==> src/rtl/rps_pkg.sv <==
// Shared encodings and round-outcome helper for the rock-paper-scissors match controller.
package rps_pkg;

  typedef enum logic [1:0] {
    MV_NONE     = 2'd0,
    MV_ROCK     = 2'd1,
    MV_PAPER    = 2'd2,
    MV_SCISSORS = 2'd3
  } move_e;

  typedef enum logic [1:0] {
    ST_WAIT_MOVE  = 2'd0,
    ST_ARMED      = 2'd1,
    ST_RESULT     = 2'd2,
    ST_MATCH_DONE = 2'd3
  } state_e;

  typedef enum logic [1:0] {
    RES_TIE  = 2'd0,
    RES_WIN  = 2'd1,
    RES_LOSE = 2'd2
  } result_e;

  localparam logic [7:0] LFSR_MASK = 8'hB8;

  // Player wins when (player - cpu) mod 3 == 1; the +3 bias keeps the difference non-negative.
  function automatic result_e rps_outcome(input move_e p, input move_e c);
    logic [2:0] diff;
    diff = 3'd3 + {1'b0, p} - {1'b0, c};
    case (diff)
      3'd1, 3'd4: return RES_WIN;
      3'd3:       return RES_TIE;
      default:    return RES_LOSE;
    endcase
  endfunction

endpackage

==> src/rtl/rps_input_cond.sv <==
// Per-input conditioning: 2-FF synchroniser, optional debouncer, registered rising-edge pulse.
// Debouncer is built only when RPS_DEBOUNCE_EN is defined.
module rps_input_cond #(
  parameter int unsigned DEBOUNCE_CYCLES = 500_000
) (
  input  logic clock,
  input  logic reset_button,
  input  logic btn_in,
  output logic pulse
);

  logic sync1_q, sync2_q;
  logic level;
  logic prev_q;
  logic pulse_q, pulse_d;

  always_ff @(posedge clock or negedge reset_button) begin
    if (!reset_button) begin
      sync1_q <= 1'b0;
      sync2_q <= 1'b0;
    end else begin
      sync1_q <= btn_in;
      sync2_q <= sync1_q;
    end
  end

`ifdef RPS_DEBOUNCE_EN
  localparam int unsigned CW = $clog2(DEBOUNCE_CYCLES + 1);
  localparam logic [CW-1:0] DB_LOAD = CW'(DEBOUNCE_CYCLES - 1);

  logic [CW-1:0] db_cnt_q, db_cnt_d;
  logic          stable_q, stable_d;

  // Any return to the accepted level restarts the window, so short bounces never commit.
  always_comb begin
    db_cnt_d = db_cnt_q;
    stable_d = stable_q;
    if (sync2_q == stable_q) begin
      db_cnt_d = DB_LOAD;
    end else if (db_cnt_q == '0) begin
      stable_d = sync2_q;
      db_cnt_d = DB_LOAD;
    end else begin
      db_cnt_d = db_cnt_q - 1'b1;
    end
  end

  always_ff @(posedge clock or negedge reset_button) begin
    if (!reset_button) begin
      db_cnt_q <= DB_LOAD;
      stable_q <= 1'b0;
    end else begin
      db_cnt_q <= db_cnt_d;
      stable_q <= stable_d;
    end
  end

  assign level = stable_q;
`else
  assign level = sync2_q;
`endif

  always_comb begin
    pulse_d = level & ~prev_q;
  end

  always_ff @(posedge clock or negedge reset_button) begin
    if (!reset_button) begin
      prev_q  <= 1'b0;
      pulse_q <= 1'b0;
    end else begin
      prev_q  <= level;
      pulse_q <= pulse_d;
    end
  end

  assign pulse = pulse_q;

endmodule

==> src/rtl/rps_match_controller.sv <==
// Best-of-N rock-paper-scissors match against a counter or LFSR opponent.
// Input debouncing is enabled by defining RPS_DEBOUNCE_EN.
module rps_match_controller
  import rps_pkg::*;
#(
  parameter int unsigned ROUNDS_TO_WIN   = 3,
  parameter int unsigned CPU_MODE        = 0,
  parameter logic [7:0]  LFSR_SEED       = 8'hA5,
  parameter int unsigned RESULT_HOLD     = 50_000_000,
  parameter int unsigned DEBOUNCE_CYCLES = 500_000,
  localparam int unsigned SW = $clog2(ROUNDS_TO_WIN + 1)
) (
  input  logic          clock,
  input  logic          reset_button,
  input  logic          rock_button,
  input  logic          paper_button,
  input  logic          scissors_button,
  input  logic          stop_signal,
  output logic          win_led,
  output logic          lose_led,
  output logic          tie_led,
  output logic          match_over,
  output logic [SW-1:0] player_score,
  output logic [SW-1:0] cpu_score,
  output logic [1:0]    player_move,
  output logic [1:0]    cpu_move
);

  localparam int unsigned   HW        = $clog2(RESULT_HOLD + 1);
  localparam logic [SW-1:0] WIN_SCORE = SW'(ROUNDS_TO_WIN);
  localparam logic [HW-1:0] HOLD_LOAD = HW'(RESULT_HOLD - 1);

  logic [3:0] btn_raw, btn_pulse;
  assign btn_raw = {stop_signal, scissors_button, paper_button, rock_button};

  for (genvar i = 0; i < 4; i++) begin : g_in
    rps_input_cond #(.DEBOUNCE_CYCLES(DEBOUNCE_CYCLES)) u_cond (
      .clock        (clock),
      .reset_button (reset_button),
      .btn_in       (btn_raw[i]),
      .pulse        (btn_pulse[i])
    );
  end

  state_e          state_q, state_d;
  move_e           pmove_q, pmove_d, cmove_q, cmove_d;
  result_e         result_q, result_d, round_res;
  logic [HW-1:0]   hold_q, hold_d;
  logic [SW-1:0]   pscore_q, pscore_d, cscore_q, cscore_d;
  move_e           cnt_q, cnt_d, lfsr_move, cpu_now, new_move;
  logic [7:0]      lfsr_q, lfsr_d;
  logic            one_move, stop_p;

  // Both opponent sources always run; CPU_MODE only selects which one is sampled.
  always_comb begin
    cnt_d     = (cnt_q == MV_SCISSORS) ? MV_ROCK : move_e'(cnt_q + 2'd1);
    lfsr_d    = lfsr_q[0] ? ((lfsr_q >> 1) ^ LFSR_MASK) : (lfsr_q >> 1);
    lfsr_move = move_e'(2'(lfsr_q % 8'd3) + 2'd1);
    cpu_now   = (CPU_MODE == 1) ? lfsr_move : cnt_q;
  end

  always_comb begin
    one_move = $onehot(btn_pulse[2:0]);
    stop_p   = btn_pulse[3];
    if (btn_pulse[0])      new_move = MV_ROCK;
    else if (btn_pulse[1]) new_move = MV_PAPER;
    else                   new_move = MV_SCISSORS;
  end

  always_comb begin
    state_d   = state_q;
    pmove_d   = pmove_q;
    cmove_d   = cmove_q;
    result_d  = result_q;
    hold_d    = hold_q;
    pscore_d  = pscore_q;
    cscore_d  = cscore_q;
    round_res = RES_TIE;
    case (state_q)
      ST_WAIT_MOVE: begin
        if (one_move) begin
          pmove_d = new_move;
          state_d = ST_ARMED;
        end
      end
      ST_ARMED: begin
        if (one_move) pmove_d = new_move;
        // A move arriving with the stop is applied before the reveal.
        if (stop_p) begin
          round_res = rps_outcome(pmove_d, cpu_now);
          cmove_d   = cpu_now;
          result_d  = round_res;
          hold_d    = HOLD_LOAD;
          state_d   = ST_RESULT;
          if (round_res == RES_WIN && pscore_q != WIN_SCORE) pscore_d = pscore_q + 1'b1;
          if (round_res == RES_LOSE && cscore_q != WIN_SCORE) cscore_d = cscore_q + 1'b1;
        end
      end
      ST_RESULT: begin
        if (hold_q == '0) begin
          if (pscore_q == WIN_SCORE || cscore_q == WIN_SCORE) begin
            state_d = ST_MATCH_DONE;
          end else begin
            state_d = ST_WAIT_MOVE;
            pmove_d = MV_NONE;
            cmove_d = MV_NONE;
          end
        end else begin
          hold_d = hold_q - 1'b1;
        end
      end
      default: ;
    endcase
  end

  always_ff @(posedge clock or negedge reset_button) begin
    if (!reset_button) begin
      state_q  <= ST_WAIT_MOVE;
      pmove_q  <= MV_NONE;
      cmove_q  <= MV_NONE;
      result_q <= RES_TIE;
      hold_q   <= '0;
      pscore_q <= '0;
      cscore_q <= '0;
      cnt_q    <= MV_ROCK;
      lfsr_q   <= LFSR_SEED;
    end else begin
      state_q  <= state_d;
      pmove_q  <= pmove_d;
      cmove_q  <= cmove_d;
      result_q <= result_d;
      hold_q   <= hold_d;
      pscore_q <= pscore_d;
      cscore_q <= cscore_d;
      cnt_q    <= cnt_d;
      lfsr_q   <= lfsr_d;
    end
  end

  always_comb begin
    win_led    = (state_q == ST_RESULT && result_q == RES_WIN) ||
                 (state_q == ST_MATCH_DONE && pscore_q == WIN_SCORE);
    lose_led   = (state_q == ST_RESULT && result_q == RES_LOSE) ||
                 (state_q == ST_MATCH_DONE && pscore_q != WIN_SCORE);
    tie_led    = (state_q == ST_RESULT && result_q == RES_TIE);
    match_over = (state_q == ST_MATCH_DONE);
  end

  assign player_score = pscore_q;
  assign cpu_score    = cscore_q;
  assign player_move  = pmove_q;
  assign cpu_move     = cmove_q;

endmodule

==> config.mk <==
export PLATFORM = sky130hd
export DESIGN_NAME = rps_match_controller
export DESIGN_NICKNAME = d
export VERILOG_FILES = /design/src/rtl/rps_pkg.sv /design/src/rtl/rps_input_cond.sv /design/src/rtl/rps_match_controller.sv
export SDC_FILE = /design/constraint.sdc
export NUM_CORES = 1
export LEC_CHECK = 0
export BUFFER_PORTS_ARGS = -buffer_cell sky130_fd_sc_hd__buf_4
export CAP_MARGIN = 10
export CORE_UTILIZATION = 50
export CTS_CLUSTER_DIAMETER = 200
export CTS_CLUSTER_SIZE = 30
export DETAILED_ROUTE_END_ITERATION = 8
export GPL_TIMING_DRIVEN = 0
export PLACE_DENSITY = 0.78
export SLEW_MARGIN = 20
export SYNTH_ARGS = -nofsm -noshare
export SYNTH_HDL_FRONTEND = slang
export SYNTH_SLANG_ARGS = --single-unit
==> constraint.sdc <==
create_clock -name clock -period 2.96 [get_ports clock]
set_clock_uncertainty 0.15 [all_clocks]
set_input_delay 0 -clock clock [delete_from_list [all_inputs] [get_ports clock]]
set_output_delay 0 -clock clock [all_outputs]
set_load 0.005 [all_outputs]
## Word level (Yosys, flattened, before mapping)

Cells that the tools add are included.

| word-level totals | value |
|---|---|
| latch bits | 0 |
| bits in writable memories | 0 |
| input port bits | 6 |
| bits in read-only memories | 0 |
| memories kept | 0 |
| flip-flop bits (word level) | 56 |

| cells by class | value |
|---|---|
| equality and inequality tests | 21 |
| reductions and logical operators | 23 |
| $mul | 0 |
| shifts and indexed selects | 0 |
| magnitude comparators | 0 |
| bitwise logic cells | 8 |
| add/sub/neg operators | 8 |
| multiplexer cells | 21 |
| divide/modulo/power cells | 0 |

Operator list:

| operator | number |
|---|---|
| $mux 26 | 2 |
| $pmux 26 s2 | 1 |
| $logic_not 26->1 | 1 |
| $mux 2 | 13 |
| $sub 26x1->26 const B | 1 |
| $eq 2x2->1 const B | 7 |
| $ne 2x2->1 const B | 6 |
| $pmux 2 s3 | 2 |
| $reduce_and 3->1 | 4 |
| $eq 2x1->1 const B | 4 |
| $pmux 2 s2 | 2 |
| $reduce_and 4->1 | 2 |
| $logic_and 1x1->1 | 7 |
| $add 2x1->2 const B | 3 |
| $and 1x1->1 | 4 |
| $logic_not 2->1 | 2 |
| $not 1->1 | 4 |
| $add 2x2->3 const A | 1 |
| $eq 3x1->1 const B | 1 |
| $eq 3x2->1 const B | 1 |
| $eq 3x3->1 const B | 1 |
| $logic_or 1x1->1 | 3 |
| $reduce_bool 3->1 | 1 |
| $sub 3x2->3 | 1 |
| other kinds (7) | 7 |

## Longest topological paths before layout

Gate-level depths: netlist (run 1).

| depth | value |
|---|---|
| depth in word-level cells | 15 |
| depth in mapped cells | 11 |
| mapped depth without buffers | 11 |

## By module

A second synthesis (run 1) with hierarchy kept.

| second synthesis, totals | value |
|---|---|
| cells, all modules | 291 |
| area total of the unflattened synthesis | 2,895.3 um^2 |

Modules (own cells, without submodules):

| module | area each (um^2) | seq. area each (um^2) | instances | cells each |
|---|---|---|---|---|
| rps_match_controller | 2,439.8 | 1,002.2 | 1 | 271 |
| rps_input_cond | 113.9 | 100.1 | 4 | 5 |

## Least setup slack after synthesis (run 1)

Ideal clock, no wire load.

| timing path | value |
|---|---|
| path kind | flip-flop to flip-flop |
| start | reg g_in[0].u_cond.pulse_q |
| end | reg pscore_q[1], in the netlist player_score[1] |
| arrival | 2.685 ns |
| cell stages (with the launch flop) | 12 |
| path slack | 0.001 ns |
| period minus slack after synthesis | 2.959 ns |
| path through | dfrtp_1 > inv_1 > fa_1 > nand2b_1 > nand2_1 > o21ai_0 > ha_1 > fa_1 > nand2b_1 > a21o_1 > nor3_1 > mux2_2 |

| between the ends | value |
|---|---|
| word-level cells in the longest chain between the ends | 15 |
| elaborated cells on any way between the ends | 18 |

RTL lines:

| item | line | RTL |
|---|---|---|
| from (decl) | rps_input_cond.sv:15 | `logic pulse_q, pulse_d;` |
| from (signal assigned) | rps_input_cond.sv:73 | `pulse_q <= pulse_d;` |
| $add 1x1->2 (not written as such) | rps_match_controller.sv:63 | `one_move = $onehot(btn_pulse[2:0]);` |
| $add 2x1->2 (not written as such) | rps_match_controller.sv:63 |  |
| $eq 2x1->1 | rps_match_controller.sv:63 |  |
| $mux 2 (*) | n/a |  |
| $mux 2 (*) | rps_match_controller.sv:79 | `case (state_q)` |
| $add 2x2->3 (*) | rps_pkg.sv:29 | `diff = 3'd3 + {1'b0, p} - {1'b0, c};` |
| $sub 3x2->3 (*) | rps_pkg.sv:29 |  |
| $eq 3x1->1 / $eq 3x3->1 (equally long branches) | rps_pkg.sv:30 | `case (diff)` |
| $reduce_or 2->1 | rps_pkg.sv:30 |  |
| $pmux 2 s2 (*) | rps_pkg.sv:30 |  |
| $mux 2 (*) | rps_match_controller.sv:89 | `if (stop_p) begin` |
| $mux 2 (*) | rps_match_controller.sv:79 |  |
| $eq 2x1->1 (*) | rps_match_controller.sv:95 | `if (round_res == RES_WIN && pscore_q != WIN_SCORE) pscore_d = pscore_q + 1'b1;` |
| $logic_and 1x1->1 (*) | rps_match_controller.sv:95 |  |
| $reduce_and 3->1 (no source line) (*) | n/a |  |
| to (signal assigned) | rps_match_controller.sv:133 | `pscore_q <= pscore_d;` |
| to (decl) | rps_match_controller.sv:49 | `logic [SW-1:0] pscore_q, pscore_d, cscore_q, cscore_d;` |

Mark *: on every way between the ends. The rest lies on a longest branch, timed or not. The select of a mux whose other input is x is not followed.
A chain may end at the register's enable or synchronous reset.

## Worst setup path after layout (run 1)

| timing path | value |
|---|---|
| start | reg g_in[1].u_cond.pulse_q |
| end | reg pscore_q[1], in the netlist player_score[1] |

| between the ends | value |
|---|---|
| word-level cells in the longest chain between the ends | 15 |
| elaborated cells on any way between the ends | 19 |

RTL lines:

| item | line |
|---|---|
| from (decl) | rps_input_cond.sv:15 |
| from (signal assigned) | rps_input_cond.sv:73 |
| $add 1x1->2 (not written as such) | rps_match_controller.sv:63 |
| $add 2x1->2 (not written as such) | rps_match_controller.sv:63 |
| $eq 2x1->1 | rps_match_controller.sv:63 |
| $mux 2 (*) | n/a |
| $mux 2 (*) | rps_match_controller.sv:79 |
| $add 2x2->3 (*) | rps_pkg.sv:29 |
| $sub 3x2->3 (*) | rps_pkg.sv:29 |
| $eq 3x1->1 / $eq 3x3->1 (equally long branches) | rps_pkg.sv:30 |
| $reduce_or 2->1 | rps_pkg.sv:30 |
| $pmux 2 s2 (*) | rps_pkg.sv:30 |
| $mux 2 (*) | rps_match_controller.sv:89 |
| $mux 2 (*) | rps_match_controller.sv:79 |
| $eq 2x1->1 (*) | rps_match_controller.sv:95 |
| $logic_and 1x1->1 (*) | rps_match_controller.sv:95 |
| $reduce_and 3->1 (no source line) (*) | n/a |

Marks and branches as above.

==> qor.yml, run 1 <==
p_per_area_mw_per_mm2: 685
worst_slack_ps: 96.0
dieArea_mm2: 0.00596
layout_min_cycle_time_ps: 2860
cap_viol_max_count: 0
cts_root_buffer: "clkbuf_8"
met2_usage_pct: 36.4
gr-total-overflow: 0
drive_gt1_share_pct: 18.5
synth_seq_area_share_pct: 49.6
syn_area_mm2: 0.00283
ios: 18
dp_hpwl_um: 3930
holdWs_ps: 99.0
rsz0062_at_grt: "true"
area_growth_pct: 14.8
fp.dieW_um: 77.2
yosysMostFrequentCell: "dfrtp_1"
synth_largest_area_cell: "dfrtp_1"
io_buffers: 17
wirelength_um: 5750
synthArstFlopShare_pct: 100
ant_nets: 0
synth_cell_types: 58
end_kind: "flip-flop"
fp.coreArea_mm2: 0.00547
fin_total_pwr_mw: 2.22
tightest_slew_ps: 854
slew-limit-headroom_pct: 41.4
fmax_mhz: 349
multiInputGateArea_mm2: 0.00136
finalMaxSlewViolations: 0
synth_cells: 266
avgSynthCellArea_um2: 10.6
cts.sink_count: 56
initial_core_util_pct: 51.7
p_leak_nw: 1.31
critPathKind: "reg2reg"
setup_violations: 0
fill_cells: 467
grt.total_usage_pct: 21.4
vias: 2194
grt_max_degree: 57
h-tree-depth: 2
drtIter0Drc: 162
grt_pass1_vias: 2240
crit_arrival_ps: 2920
antenna_cells: 0
nets: 314
pre_cts_slack_ps: -249
path_buf_inv: 1
status: "finished clean"
place.gp.congestion: 0.784
final_hold_viol_count: 0
rows: 27
cp.required_ps: 3010
synth_nets: 283
critical_path.cell_chain: "inv_2 > fa_1 > nand2b_4 > nand2_2 > o21ai_2 > ha_2 > fa_2 > a21o_1 > nor3_2 > mux2_4"
cts.path.max_buffers: 2
hold_class: "in2async"
synthFlopType: "dfrtp_1"
tritoncts: "done"
synth_commonest_cells: "dfrtp_1, nand2_1, nor2_1"
drcViolationCount: 0
met1_usage_pct: 28.4
grtUsageMet3_pct: 3.45
top_usage_layer: "met2"
synth_edf_count: 0
peakVddDrop_mv: 0.474
max_stage_delay_ps: 540
grt_pass1_wl_um: 10200
cp-start-kind: "flip-flop"
ys_ff_latch: 56
clk_latency_ps: 310
ys_warn_count: 0
crit_family: "adder cells"
slowest_stage: "fa_1"
wl_per_cell_um: 15.5
viasPerCell: 5.93
antenna_found_initial: 0
cp_max_fo: 5
cts_buffers: 5
post-synth-top-area-fraction_pct: 48.7
die_h_um: 77.2
clkTransAtPathRegs_ps: 100
final_core_util_pct: 59.3
drt_first_pass_iters: 5
register_area_mm2: 0.00140
synth.top_cells.by_area: "dfrtp_1, ha_1, xor2_1"
period_share_pct: 96.8
==> repair_timing <==
item | in CTS | in global routing
hold buffers | 5 | 0
gates resized for setup | 6 | 7
endpoints found under the setup margin | 3 | 4
setup buffers | 2 | 0
pin swaps | 2 | 4
hold endpoints to repair | 60 | 0
==> cell type report <==
class	instances	share of cell area [%]
plain buffers	8	1.54
repair buffers	24	5.94
multi-input cells	186	41.8
inverters	16	1.85
clock inverters	3	0.810
flip-flops and latches	56	43.2
clock buffers	5	2.12
well taps	72	2.78
==> report_power, final <==
group | internal [mW] | total (mW) | leakage (nW) | switching [mW]
Sequential | 0.897 | 1.02 | 0.637 | 0.125
Combinational | 0.355 | 0.761 | 0.623 | 0.406
Clock | 0.175 | 0.439 | 0.0491 | 0.264
Total | 1.43 | 2.22 | 1.31 | 0.795
==> worst paths after layout <==
check                                                      start                               end  slack (ps)  depth (start not counted)
worst min-delay path                                reset_button            hold_q[23]$_DFFE_PN0P_         100                          2
max in group asynchronous                           reset_button            hold_q[21]$_DFFE_PN0P_        2060                          2
worst max-delay path              g_in[1].u_cond.pulse$_DFF_PN0_       player_score[1]$_DFFE_PN0P_         100                         10
worst max register to register    g_in[1].u_cond.pulse$_DFF_PN0_       player_score[1]$_DFFE_PN0P_         100                         10
min in group clock                                   rock_button  g_in[0].u_cond.sync1_q$_DFF_PN0_         180                          2
worst min register to register  g_in[0].u_cond.sync1_q$_DFF_PN0_    g_in[0].u_cond.level$_DFF_PN0_         210                          0
==> routing by layer <==
layer  share of wire, %  vias up
met1                 47     1120
li1                   -     1034
met2                 50       36
met4               0.77        0
met3                2.6        4
met5                  0        -
==> cells in the final DEF, fill, tap and decap left out, types with 8 or more instances in the layout <==
cell type  instances
dfrtp_1           55
buf_4             20
nand2_1           17
nor2_1            17
inv_1             15
nor3_1            11
o21ai_1           10
or4_1              9
xor2_1             9
ha_1               8
==> metrics by stage <==
step | area (µm²) | cells | TNS, ps
after detailed placement | 3050 | 355 | -383
after CTS | 3230 | 370 | -7.15
after global placement | 3050 | 355 | -280
after floorplan | 2830 | 266 | 0
final | 3250 | 370 | 0
after global routing | 3250 | 370 | -70.2
==> kinds of logic after synthesis <==
family	count (synthesis)	share of synthesized area (%)
flip-flops	56	49.6
multiplexers	6	2.30
adder cells (fa/ha/maj)	11	5.40
buffers and inverters	24	3.89
XOR/XNOR	13	4.03
AND/OR/NAND/NOR	108	22.9
AO/OA/AOI/OAI	48	11.9
==> sequential cells by signal (all words and copies together) (netlist names) <==
| register | count |
|---|---|
| cnt_q | 2 |
| cpu_move | 2 |
| cpu_score | 2 |
| g_in.u_cond.level | 4 |
| g_in.u_cond.prev_q | 4 |
| g_in.u_cond.pulse | 4 |
| g_in.u_cond.sync1_q | 4 |
| hold_q | 26 |
| player_move | 2 |
| player_score | 2 |
| result_q | 2 |
| state_q | 2 |
==> worst reg2reg max path: cells and delay by family, from the launching register on <==
family,cells,cell delay [ps]
muxes,1,320
AOI/OAI and AO/OA,2,270
adders and majority gates,3,1170
DFF,1,360
buffers and inverters,1,50
and+or+nand+nor,3,440
Note: power is estimated with default switching activity, not from simulation.
==> run 2, diff against run 1 <==
CORE_UTILIZATION = 55   (was 50)
PLACE_DENSITY = 0.81   (was 0.78)
clock period = 3.19 ns   (was 2.96 ns; I/O delays follow)
==> run 2 against run 1 <==
Combinational power shrank 8.9%. Wire length down 0.63%. Count of clock-buffer cells in the layout did not move. Final area is 1.1% lower. Critical endpoint unchanged. Largest cell class unchanged.
==> qor.yml, run 2 (same netlist as run 1, synthesis figures left out) <==
nets: 313  # -0.32%
cts_root_buffer: "clkbuf_8"
ant_nets: 0  # unchanged
fmax_mhz: 332  # -5.0%
rows: 25  # -7.4%
cp-start-kind: "flip-flop"
cp.required_ps: 3250  # +240 ps
drive_gt1_share_pct: 16.2  # -2.3 points
slew-limit-headroom_pct: 38.3  # -3.1 points
tritoncts: "done"
finalMaxSlewViolations: 0  # unchanged
fill_cells: 373  # -20%
vias: 2145  # -2.2%
die_h_um: 73.7  # -4.5%
p_per_area_mw_per_mm2: 637  # -6.9%
viasPerCell: 5.89  # -0.62%
drcViolationCount: 0  # unchanged
wirelength_um: 5710  # -0.63%
clk_latency_ps: 310  # about the same
final_hold_viol_count: 0  # unchanged
layout_commonest_cell: "dfrtp_1"
hold_class: "in2async"
register_area_mm2: 0.00140  # unchanged
cap_viol_max_count: 0  # unchanged
fp.dieW_um: 73.7  # -4.5%
grt_pass1_vias: 2145  # -4.2%
ios: 18  # unchanged
worst_slack_ps: 174  # +78.3 ps
drt_first_pass_iters: 4  # -1
multiInputGateArea_mm2: 0.00133  # -1.6%
status: "finished clean"
largest_reg_flops: 26  # unchanged
grt_pass1_wl_um: 9730  # -4.7%
layout_min_cycle_time_ps: 3020  # +152 ps
placed_cells: 350  # -1.4%
p_leak_nw: 1.29  # -1.7%
finalSetupTns_ps: 0  # unchanged
critPathKind: "reg2reg"
final_core_util_pct: 66.2  # +6.9 points
peakVddDrop_mv: 0.425  # -10%
cts_buffers: 5  # unchanged
reg2regPathDepth: 11  # +1
tightest_slew_ps: 900  # +45.9 ps
dp_hpwl_um: 3960  # +0.70%
initial_core_util_pct: 58.3  # +6.7 points
setup_violations: 0  # unchanged
place.gp.congestion: 0.858  # +9.4%
cts.sink_count: 56  # unchanged
cts.path.max_buffers: 2  # unchanged
dieArea_mm2: 0.00543  # -8.9%
crit_arrival_ps: 3080  # +160 ps
wl_per_cell_um: 15.7  # +1.0%
rsz0062_at_grt: "false"
grt_max_degree: 57  # unchanged
pre_cts_slack_ps: -79.4  # +169 ps
gr-total-overflow: 0  # unchanged
clkTransAtPathRegs_ps: 110  # about the same
fp.coreArea_mm2: 0.00485  # -11%
grt.total_usage_pct: 23.5  # +2.2 points
placed_area_mm2: 0.00304  # -0.21%
antenna_found_initial: 0  # unchanged
cp_max_fo: 5  # unchanged
period_share_pct: 94.5  # -2.2 points
antenna_cells: 0  # unchanged
io_buffers: 17  # unchanged
layout_common_cells: "dfrtp_1, buf_4, nand2_1, nor2_1, inv_1"
h-tree-depth: 2  # unchanged
area_growth_pct: 13.5
fin_area_mm2: 0.00321  # -1.1%
drtIter0Drc: 176  # +8.6%
top_register: "hold_q"
end_kind: "flip-flop"
fin_cells: 364  # -1.6%
-- run 2: per-layer routing --
metal | vias up | share of wire [%] | routed length, µm | track usage [%]
met2 | 43 | 51 | 2890 | 40.9
met4 | 0 | 0.91 | 52 | 7.26
met1 | 1065 | 45 | 2580 | 30.1
met5 | - | 0 | 0 | 0
li1 | 1031 | - | - | -
met3 | 6 | 3.2 | 185 | 3.70
-- run 2: through the flow --
stage | hold WS, ps | total power, mW
after floorplan | -446 | 1.37
after global placement | -63.5 | 1.59
after detailed placement | -58.9 | 1.62
after CTS | 146 | 2.04
after global routing | 177 | 2.18
final | 115 | 2.05
-- run 2: critical path: stages, from the launching register on --
cell	delay, ps
dfrtp_1	360
inv_1	60
fa_1	470
nand2b_2	220
nand2_1	70
o21ai_1	90
ha_1	210
fa_1	380
nand2b_1	170
a21o_1	200
nor3_4	160
mux2_2	360
-- run 2: worst paths after layout --
check                                                  from                               end  slack [ps]
hold reg to reg            g_in[3].u_cond.sync1_q$_DFF_PN0_    g_in[3].u_cond.level$_DFF_PN0_         210
min in group clock                          scissors_button  g_in[2].u_cond.sync1_q$_DFF_PN0_         180
setup / recovery             g_in[0].u_cond.pulse$_DFF_PN0_       player_score[1]$_DFFE_PN0P_         170
max in group asynchronous                      reset_button             hold_q[9]$_DFFE_PN0P_        2310
setup reg to reg             g_in[0].u_cond.pulse$_DFF_PN0_       player_score[1]$_DFFE_PN0P_         170
hold / removal                                 reset_button             hold_q[6]$_DFFE_PN0P_         110
-- run 2: final cells by class --
cell class | instances | area share, %
Multi-Input combinational cell | 186 | 41.6
Sequential cell | 56 | 43.7
Inverter | 16 | 1.87
Clock inverter | 3 | 0.780
Tap cell | 67 | 2.61
Buffer | 8 | 1.56
Clock buffer | 5 | 2.14
Timing Repair Buffer | 23 | 5.77
-- run 2: repair_timing --
item                       in CTS  in global routing
setup endpoints to repair       1                  2
hold buffers                    5                  0
resized for setup               2                  3
buffers inserted                0                  1
hold endpoints to repair       60                  0
pin swaps                       0                  1
-- run 2: power by group --
group          leakage (nW)  internal [mW]  switching (mW)
Clock                0.0452          0.161           0.245
Combinational         0.605          0.312           0.380
Sequential            0.637          0.833           0.114
Total                  1.29           1.31           0.739
